[src/rtl/serial_word_assembler_if.sv]
// Handshake bundle between the serial word assembler and its host.
// The master side drives serial bits and acknowledges; the slave side (the assembler) reports words.
interface serial_word_assembler_if #(
  parameter int WIDTH = 8,
  parameter int CNT_W = $clog2(WIDTH + 1)
);
  logic             bit_valid;
  logic             bit_in;
  logic             frame_start;
  logic             word_ack;
  logic [WIDTH-1:0] word;
  logic             word_valid;
  logic             word_pending;
  logic             overrun;
  logic             busy;
  logic [CNT_W-1:0] bit_count;

  modport master (
    output bit_valid, bit_in, frame_start, word_ack,
    input  word, word_valid, word_pending, overrun, busy, bit_count
  );

  modport slave (
    input  bit_valid, bit_in, frame_start, word_ack,
    output word, word_valid, word_pending, overrun, busy, bit_count
  );
endinterface

[src/rtl/serial_word_assembler.sv]
// Assembles a strobed serial bit stream into WIDTH-bit words, MSB- or LSB-first,
// with frame resync, a pending/ack handshake and a sticky overrun flag.
module serial_word_assembler #(
  parameter int WIDTH     = 8,
  parameter int MSB_FIRST = 1,
  parameter int CNT_W     = $clog2(WIDTH + 1)
) (
  input logic                    clk,
  input logic                    reset,
  serial_word_assembler_if.slave bus
);

  logic [WIDTH-1:0] sr;
  logic [CNT_W-1:0] cnt;
  logic [WIDTH-1:0] word_r;
  logic             word_valid_r;
  logic             word_pending_r;
  logic             overrun_r;
  logic             busy_r;

  logic [WIDTH-1:0] base_sr;
  logic [CNT_W-1:0] base_cnt;
  logic [WIDTH-1:0] shifted;
  logic             complete;
  logic [WIDTH-1:0] nxt_sr;
  logic [CNT_W-1:0] nxt_cnt;

  // frame_start clears the partial word first, so an accompanying strobe becomes bit 0.
  // Shifts are written without part-selects so WIDTH=1 stays legal.
  always_comb begin
    base_sr  = bus.frame_start ? '0 : sr;
    base_cnt = bus.frame_start ? '0 : cnt;
    if (MSB_FIRST != 0)
      shifted = (base_sr << 1) | WIDTH'(bus.bit_in);
    else
      shifted = (base_sr >> 1) | (WIDTH'(bus.bit_in) << (WIDTH - 1));
    complete = bus.bit_valid && (base_cnt == CNT_W'(WIDTH - 1));
    nxt_sr   = base_sr;
    nxt_cnt  = base_cnt;
    if (bus.bit_valid) begin
      if (complete) begin
        nxt_sr  = '0;
        nxt_cnt = '0;
      end else begin
        nxt_sr  = shifted;
        nxt_cnt = base_cnt + CNT_W'(1);
      end
    end
  end

  always_ff @(posedge clk or posedge reset) begin
    if (reset) begin
      sr             <= '0;
      cnt            <= '0;
      word_r         <= '0;
      word_valid_r   <= 1'b0;
      word_pending_r <= 1'b0;
      overrun_r      <= 1'b0;
      busy_r         <= 1'b0;
    end else begin
      sr           <= nxt_sr;
      cnt          <= nxt_cnt;
      busy_r       <= (nxt_cnt != '0);
      word_valid_r <= complete;
      if (complete) begin
        word_r         <= shifted;
        word_pending_r <= 1'b1;
        // An ack on the completion edge consumes the old word, so no overrun.
        if (word_pending_r && !bus.word_ack)
          overrun_r <= 1'b1;
      end else if (bus.word_ack) begin
        word_pending_r <= 1'b0;
      end
    end
  end

  assign bus.word         = word_r;
  assign bus.word_valid   = word_valid_r;
  assign bus.word_pending = word_pending_r;
  assign bus.overrun      = overrun_r;
  assign bus.busy         = busy_r;
  assign bus.bit_count    = cnt;

endmodule

[src/flat_wrapper.sv]
// flat-port wrapper written by rule: the top's interface ports become plain ports
module serial_word_assembler_flat 
#(
  parameter int WIDTH     = 8,
  parameter int MSB_FIRST = 1,
  parameter int CNT_W     = $clog2(WIDTH + 1)
)
  (clk, reset, bus_bit_valid, bus_bit_in, bus_frame_start, bus_word_ack, bus_word, bus_word_valid, bus_word_pending, bus_overrun, bus_busy, bus_bit_count);
  serial_word_assembler_if #(.WIDTH(WIDTH), .CNT_W(CNT_W)) bus_i ();
  input logic clk;
  input logic reset;
  input wire logic [$bits(bus_i.bit_valid)-1:0] bus_bit_valid;
  input wire logic [$bits(bus_i.bit_in)-1:0] bus_bit_in;
  input wire logic [$bits(bus_i.frame_start)-1:0] bus_frame_start;
  input wire logic [$bits(bus_i.word_ack)-1:0] bus_word_ack;
  output wire logic [$bits(bus_i.word)-1:0] bus_word;
  output wire logic [$bits(bus_i.word_valid)-1:0] bus_word_valid;
  output wire logic [$bits(bus_i.word_pending)-1:0] bus_word_pending;
  output wire logic [$bits(bus_i.overrun)-1:0] bus_overrun;
  output wire logic [$bits(bus_i.busy)-1:0] bus_busy;
  output wire logic [$bits(bus_i.bit_count)-1:0] bus_bit_count;
  assign bus_i.bit_valid = bus_bit_valid;
  assign bus_i.bit_in = bus_bit_in;
  assign bus_i.frame_start = bus_frame_start;
  assign bus_i.word_ack = bus_word_ack;
  assign bus_word = bus_i.word;
  assign bus_word_valid = bus_i.word_valid;
  assign bus_word_pending = bus_i.word_pending;
  assign bus_overrun = bus_i.overrun;
  assign bus_busy = bus_i.busy;
  assign bus_bit_count = bus_i.bit_count;
  serial_word_assembler #(.WIDTH(WIDTH), .MSB_FIRST(MSB_FIRST), .CNT_W(CNT_W)) u_core (.clk(clk), .reset(reset), .bus(bus_i));
endmodule
[config.mk]
export PLATFORM = sky130hd
export DESIGN_NAME = serial_word_assembler_flat
export DESIGN_NICKNAME = d
export VERILOG_FILES = /design/src/rtl/serial_word_assembler_if.sv /design/src/rtl/serial_word_assembler.sv /design/src/flat_wrapper.sv
export SDC_FILE = /design/constraint.sdc
export NUM_CORES = 1
export LEC_CHECK = 0
export ABC_AREA = 0
export CAP_MARGIN = 20
export CELL_PAD_IN_SITES_DETAIL_PLACEMENT = 0
export CELL_PAD_IN_SITES_GLOBAL_PLACEMENT = 1
export CORE_UTILIZATION = 38
export DETAILED_ROUTE_END_ITERATION = 7
export PLACE_DENSITY = 0.86
export SLEW_MARGIN = 20
export SYNTH_ARGS = -nofsm -noshare
export SYNTH_HDL_FRONTEND = slang
export SYNTH_SLANG_ARGS = --single-unit
export TNS_END_PERCENT = 50
[constraint.sdc]
create_clock -name clk -period 1.9 [get_ports clk]
set_clock_uncertainty 0.05 [all_clocks]
set_input_delay 0.19 -clock clk [delete_from_list [all_inputs] [get_ports clk]]
set_output_delay 0.19 -clock clk [all_outputs]
set_load 0.01 [all_outputs]
# ---- Word-level counts from Yosys, hierarchy flattened
# Cells that the tools add are included.
dict set report word_totals {
  regBits 23
  latchBits 0
  wordCells 24
  ramBits 0
  rom_bits 0
  input_bits 6
  mem_count 0
}
dict set report classes {
  mul 0
  n_eq_ne 1
  magnitude_cmp 0
  n_reduce_logical 6
  addsub 1
  n_bitwise 1
  div_mod_pow 0
  shift 0
  n_mux 8
}
# operator n
set ops {}
lappend ops {{$mux W7} 3}
lappend ops {{$mux W4} 3}
lappend ops {{$or A8 B1 Y8} 1}
lappend ops {{$add A4 B1 Y4 const B} 1}
lappend ops {{$eq A4 B3 Y1 const B} 1}
lappend ops {{$reduce_bool A4 Y1} 1}
lappend ops {{$logic_and A1 B1 Y1} 2}
lappend ops {{$mux W1} 2}
lappend ops {{$reduce_and A2 Y1} 1}
lappend ops {{$reduce_bool A2 Y1} 1}
lappend ops {{$logic_not A1 Y1} 1}

# ---- Logic depth before layout (Yosys ltp)
# Gate-level depths: netlist of the first run.
dict set report logic_depth {
  depth_word 6
  depth_mapped 7
}

# ---- Worst setup path after synthesis of the first run
# No wires, ideal clock.
dict set report synth_path {
  kind {flip-flop to flip-flop}
  from {register u_core.cnt[0], in the netlist u_core.bus.bit_count[0]}
  to {register u_core.word_r[0], in the netlist u_core.bus.word[0]}
  path_stages_with_launch 6
  slack_ns 0.129
  n_path_buf 0
  arrival_time_ns 1.595
  cell_sequence {dfrtp_1 -> nor2b_1 -> ha_1 -> nand4bb_4 -> or2_4 -> mux2_4}
}
dict set report synth_via {
  elab_chain_len 3
}
# item line
set synth_lines {}
lappend synth_lines {{start, declared} serial_word_assembler.sv:14} ;# logic [CNT_W-1:0] cnt;
lappend synth_lines {{start signal, assigned} serial_word_assembler.sv:62} ;# cnt <= nxt_cnt;
lappend synth_lines {{$mux W4} serial_word_assembler.sv:32} ;# base_cnt = bus.frame_start ? '0 : cnt;
lappend synth_lines {{$eq A4 B3 Y1} serial_word_assembler.sv:37} ;# complete = bus.bit_valid && (base_cnt == CNT_W'(WIDTH - 1));
lappend synth_lines {{$logic_and A1 B1 Y1} serial_word_assembler.sv:37}
lappend synth_lines {{end signal, assigned} serial_word_assembler.sv:66} ;# word_r <= shifted;
lappend synth_lines {{end, declared} serial_word_assembler.sv:15} ;# logic [WIDTH-1:0] word_r;
# No other way between the ends.
# A chain may end at the register's enable or synchronous reset.

# ---- Final worst setup path of the first run
dict set report layout_path {
  from {register u_core.cnt[0], in the netlist u_core.bus.bit_count[0]}
  to {register u_core.busy_r, in the netlist u_core.bus.busy}
}
dict set report layout_via {
  elab_chain_len 6
  elab_cells_between_ends 7
  classes_between {1 x add/sub; 1 x eq/ne; 3 x mux; 2 x reduce/logical}
}
# item line
set layout_lines {}
lappend layout_lines {{$mux W4 *} serial_word_assembler.sv:32}
lappend layout_lines {{parallel branches: the longest is 2 deep, another holds $add A4 B1 Y4} -}
lappend layout_lines {{$mux W4 *} serial_word_assembler.sv:41} ;# if (complete) begin
lappend layout_lines {{$mux W4 *} serial_word_assembler.sv:40} ;# if (bus.bit_valid) begin
lappend layout_lines {{net u_core.nxt_cnt[3]} serial_word_assembler.sv:26} ;# logic [CNT_W-1:0] nxt_cnt;
lappend layout_lines {{$reduce_bool A4 Y1 *} serial_word_assembler.sv:63} ;# busy_r <= (nxt_cnt != '0);
lappend layout_lines {{end signal, assigned} serial_word_assembler.sv:63}
lappend layout_lines {{end, declared} serial_word_assembler.sv:19} ;# logic busy_r;
# Mark *: on every way through the listed nets, which the timed path passes.

==> flow_summary.toml, run 1 <==
[status]
status = "finished, final reports clean"

[clock_tree]
ctsHoldBuffers = 0
root_buffer = "clkbuf_4"
cts_setup_buffers = 0
clkTransAtPathRegs_ns = 0.12
h-tree-depth = 1
cts_resized = 0
cts_sinks = 23
cts_buffer_depth = 2
cts_tree = "yes"
cts_made_buffers = 3
worstSkewPairLatency_ns = 0.31

[timing]
holdWs_ns = 0.1463
setup_viol = 0
finalCritPeriodShare = 0.9221
hold_violations = 0
slew_violations = 0
rsz0062_at_grt = "no"
tightest_slew_ns = 0.2963
fin_crit_ns = 1.752
timing.fmax_mhz = 570.8
slew-limit-headroom = 0.8025
fin_ws_ns = 0.1479

[routing]
drtAntennaViolNets = 0
first_pass_iters = 4
wl_per_cell_um = 13.55
drc = 0
dr_total_vias = 800
wl_mm = 2.101
via_per_inst = 5.161
drt_iter0_markers = 19

[floorplan]
start_util = 0.4092
io_pins = 22
coreArea_um2 = 2522
fp.dieArea_um2 = 2929
chipHeight_um = 54.12
die_w_um = 54.12
rows = 18

[placement]
io_buffer_count = 21
pre_cts_ws_ns = -0.08852
postPlaceCellArea_um2 = 1309
globalplace.congestion = 0.8219
dp_hpwl_mm = 1.486

[power]
ir_worst_vdd_mv = 0.3498
powerDensity_nw_per_um2 = 634.6
static-leakage-power_nw = 0.5844

[final_layout]
drive_gt1_frac = 0.1440
fin_nets = 133
stdcell_area_um2 = 1336
fillCellCount = 246
n_antenna_cell = 0
area_delta_synth_final_pct = 29.45
finish.utilization = 0.5298
multi_input_area_um2 = 414.1
seq_area_um2 = 575.6

[critical_path]
slowest_stage = "dfrtp_1"
cp_cell_sequence = "nor2b_1 > ha_1 > buf_4 > nor3_1 > mux2_1 > nand4b_1"
crit_arrival_ns = 1.90
critPathMaxFanout = 5
crit_path_start_kind = "flip-flop"
slowest_delay_ns = 0.45
crit_type = "flip-flop to flip-flop"
required_ns = 2.05
cp-end-kind = "flip-flop"

[logic_synthesis]
async_flop_share = 1.000
syn-instance-count = 98
synth_nets = 105
ys_warn_count = 0
synth.distinct_cells = 28
seq_area_frac_synth = 0.5576
ys_seq_elements = 23
avgSynthCellArea_um2 = 10.53
synth-edff-count = 0
ys.flop_type = "dfrtp_1"
syn-cell-area_um2 = 1032

[global_route]
grt_overflow = 0
antenna_found_initial = 0
grt_pass1_wl_mm = 3.470
grt_usage = 0.1677
grt_pass1_vias = 744
grt_max_degree = 24

[job]
drv_cap = 0

[hold_path]
holdCritPathClass = "primary input to async pin"
[kinds of logic after synthesis]
logic type,after synthesis,share of synthesized area
compound gates,24,0.1285
xor+xnor,3,0.02546
fa+ha+maj,1,0.01212
buf+inv,9,0.04120
flops,23,0.5576
mux,2,0.02545
simple gates,36,0.2097
[worst max-delay path: cells and delay by family, from the launching register on]
family	cells	cell delay (ns)
buffers and inverters	1	0.15
DFF	1	0.45
and+or+nand+nor	3	0.44
muxes	1	0.30
adders and majority gates	1	0.25
[cell usage after synthesis, types with 2 or more instances]
cell type	number	area share
nand2b_1	8	0.048
inv_1	2	0.0073
dfrtp_1	23	0.56
a21oi_1	6	0.029
nand2_1	10	0.036
o21ai_0	8	0.039
clkbuf_1	3	0.011
xnor2_1	2	0.017
nand3_1	8	0.039
o21ai_1	7	0.034
nor2b_1	4	0.024
[cell usage in the layout (no fill, tap or decap), drive strengths merged]
cell type       n
mux2            2
nand4bb         1
buf             8
inv             3
nor3            1
clkbuf          3
o21bai          1
o21ba           1
nand2          10
nor2b           4
ha              1
nand2b          8
xnor2           2
xor2            1
nand4           1
clkdlybuf4s50  21
o22ai           1
or2             1
nand4b          1
a21oi           6
o21ai          15
dfrtp          23
clkinv          1
nand3b          1
nand3           8
[cell type report]
cell class,instances,area share
Clock buffer,3,0.01685
Clock inverter,1,0.003745
Timing Repair Buffer,29,0.2022
Sequential cell,23,0.4307
Inverter,3,0.008427
Multi-Input combinational cell,66,0.3099
Tap cell,30,0.02809
[report_power, final]
group	total, mW	switching [mW]	leakage (nW)	internal [mW]
logic	0.108	0.0516	0.253	0.0564
clock network	0.225	0.146	0.0177	0.0788
registers	0.515	0.0118	0.313	0.503
total	0.848	0.210	0.584	0.638
[routing by layer]
layer | part of all wire | wire length (um) | GRT usage
met2 | 0.50 | 1054 | 0.2520
met3 | 0.027 | 56 | 0.01695
met4 | 0.013 | 27 | 0.07692
met1 | 0.46 | 963 | 0.2403
met5 | 0 | 0 | 0
[stage by stage]
stage | cells | power (mW) | setup TNS, ns
after CTS | 155 | 0.8574 | 0
final | 155 | 0.8480 | 0
after floorplan | 98 | 0.5765 | 0
after detailed placement | 151 | 0.6328 | -0.5337
after global routing | 155 | 0.8875 | 0
after global placement | 151 | 0.6302 | 0
[worst paths after layout]
path                       slack, ns                 endpoint                     from  cells past startpoint
min                             0.15  u_core.bus.word_pending                    reset                      3
max reg2reg                     0.15          u_core.bus.busy  u_core.bus.bit_count[0]                      6
max                             0.15          u_core.bus.busy  u_core.bus.bit_count[0]                      6
max in group asynchronous       1.43          u_core.bus.busy                    reset                      3
min in group clk                0.45       u_core.bus.overrun       u_core.bus.overrun                      1
min reg2reg                     0.45       u_core.bus.overrun       u_core.bus.overrun                      1
[sequential cells by signal (all words and copies together), names as in the netlist]
| signal | cells |
|---|---|
| u_core.sr | 7 |
| u_core.bus.bit_count | 4 |
| u_core.bus.overrun | 1 |
| u_core.bus.word_valid | 1 |
| u_core.bus.busy | 1 |
| u_core.bus.word_pending | 1 |
| u_core.bus.word | 8 |
Note: power is estimated with default switching activity, not from simulation.
==> run 2, diff against run 1 <==
- ABC_CLOCK_PERIOD_IN_PS: default -> 1900
- HOLD_SLACK_MARGIN: default -> 0.06
==> results of run 2 <==
Same layout as run 1: the final DEF is identical, and so are final timing and power.
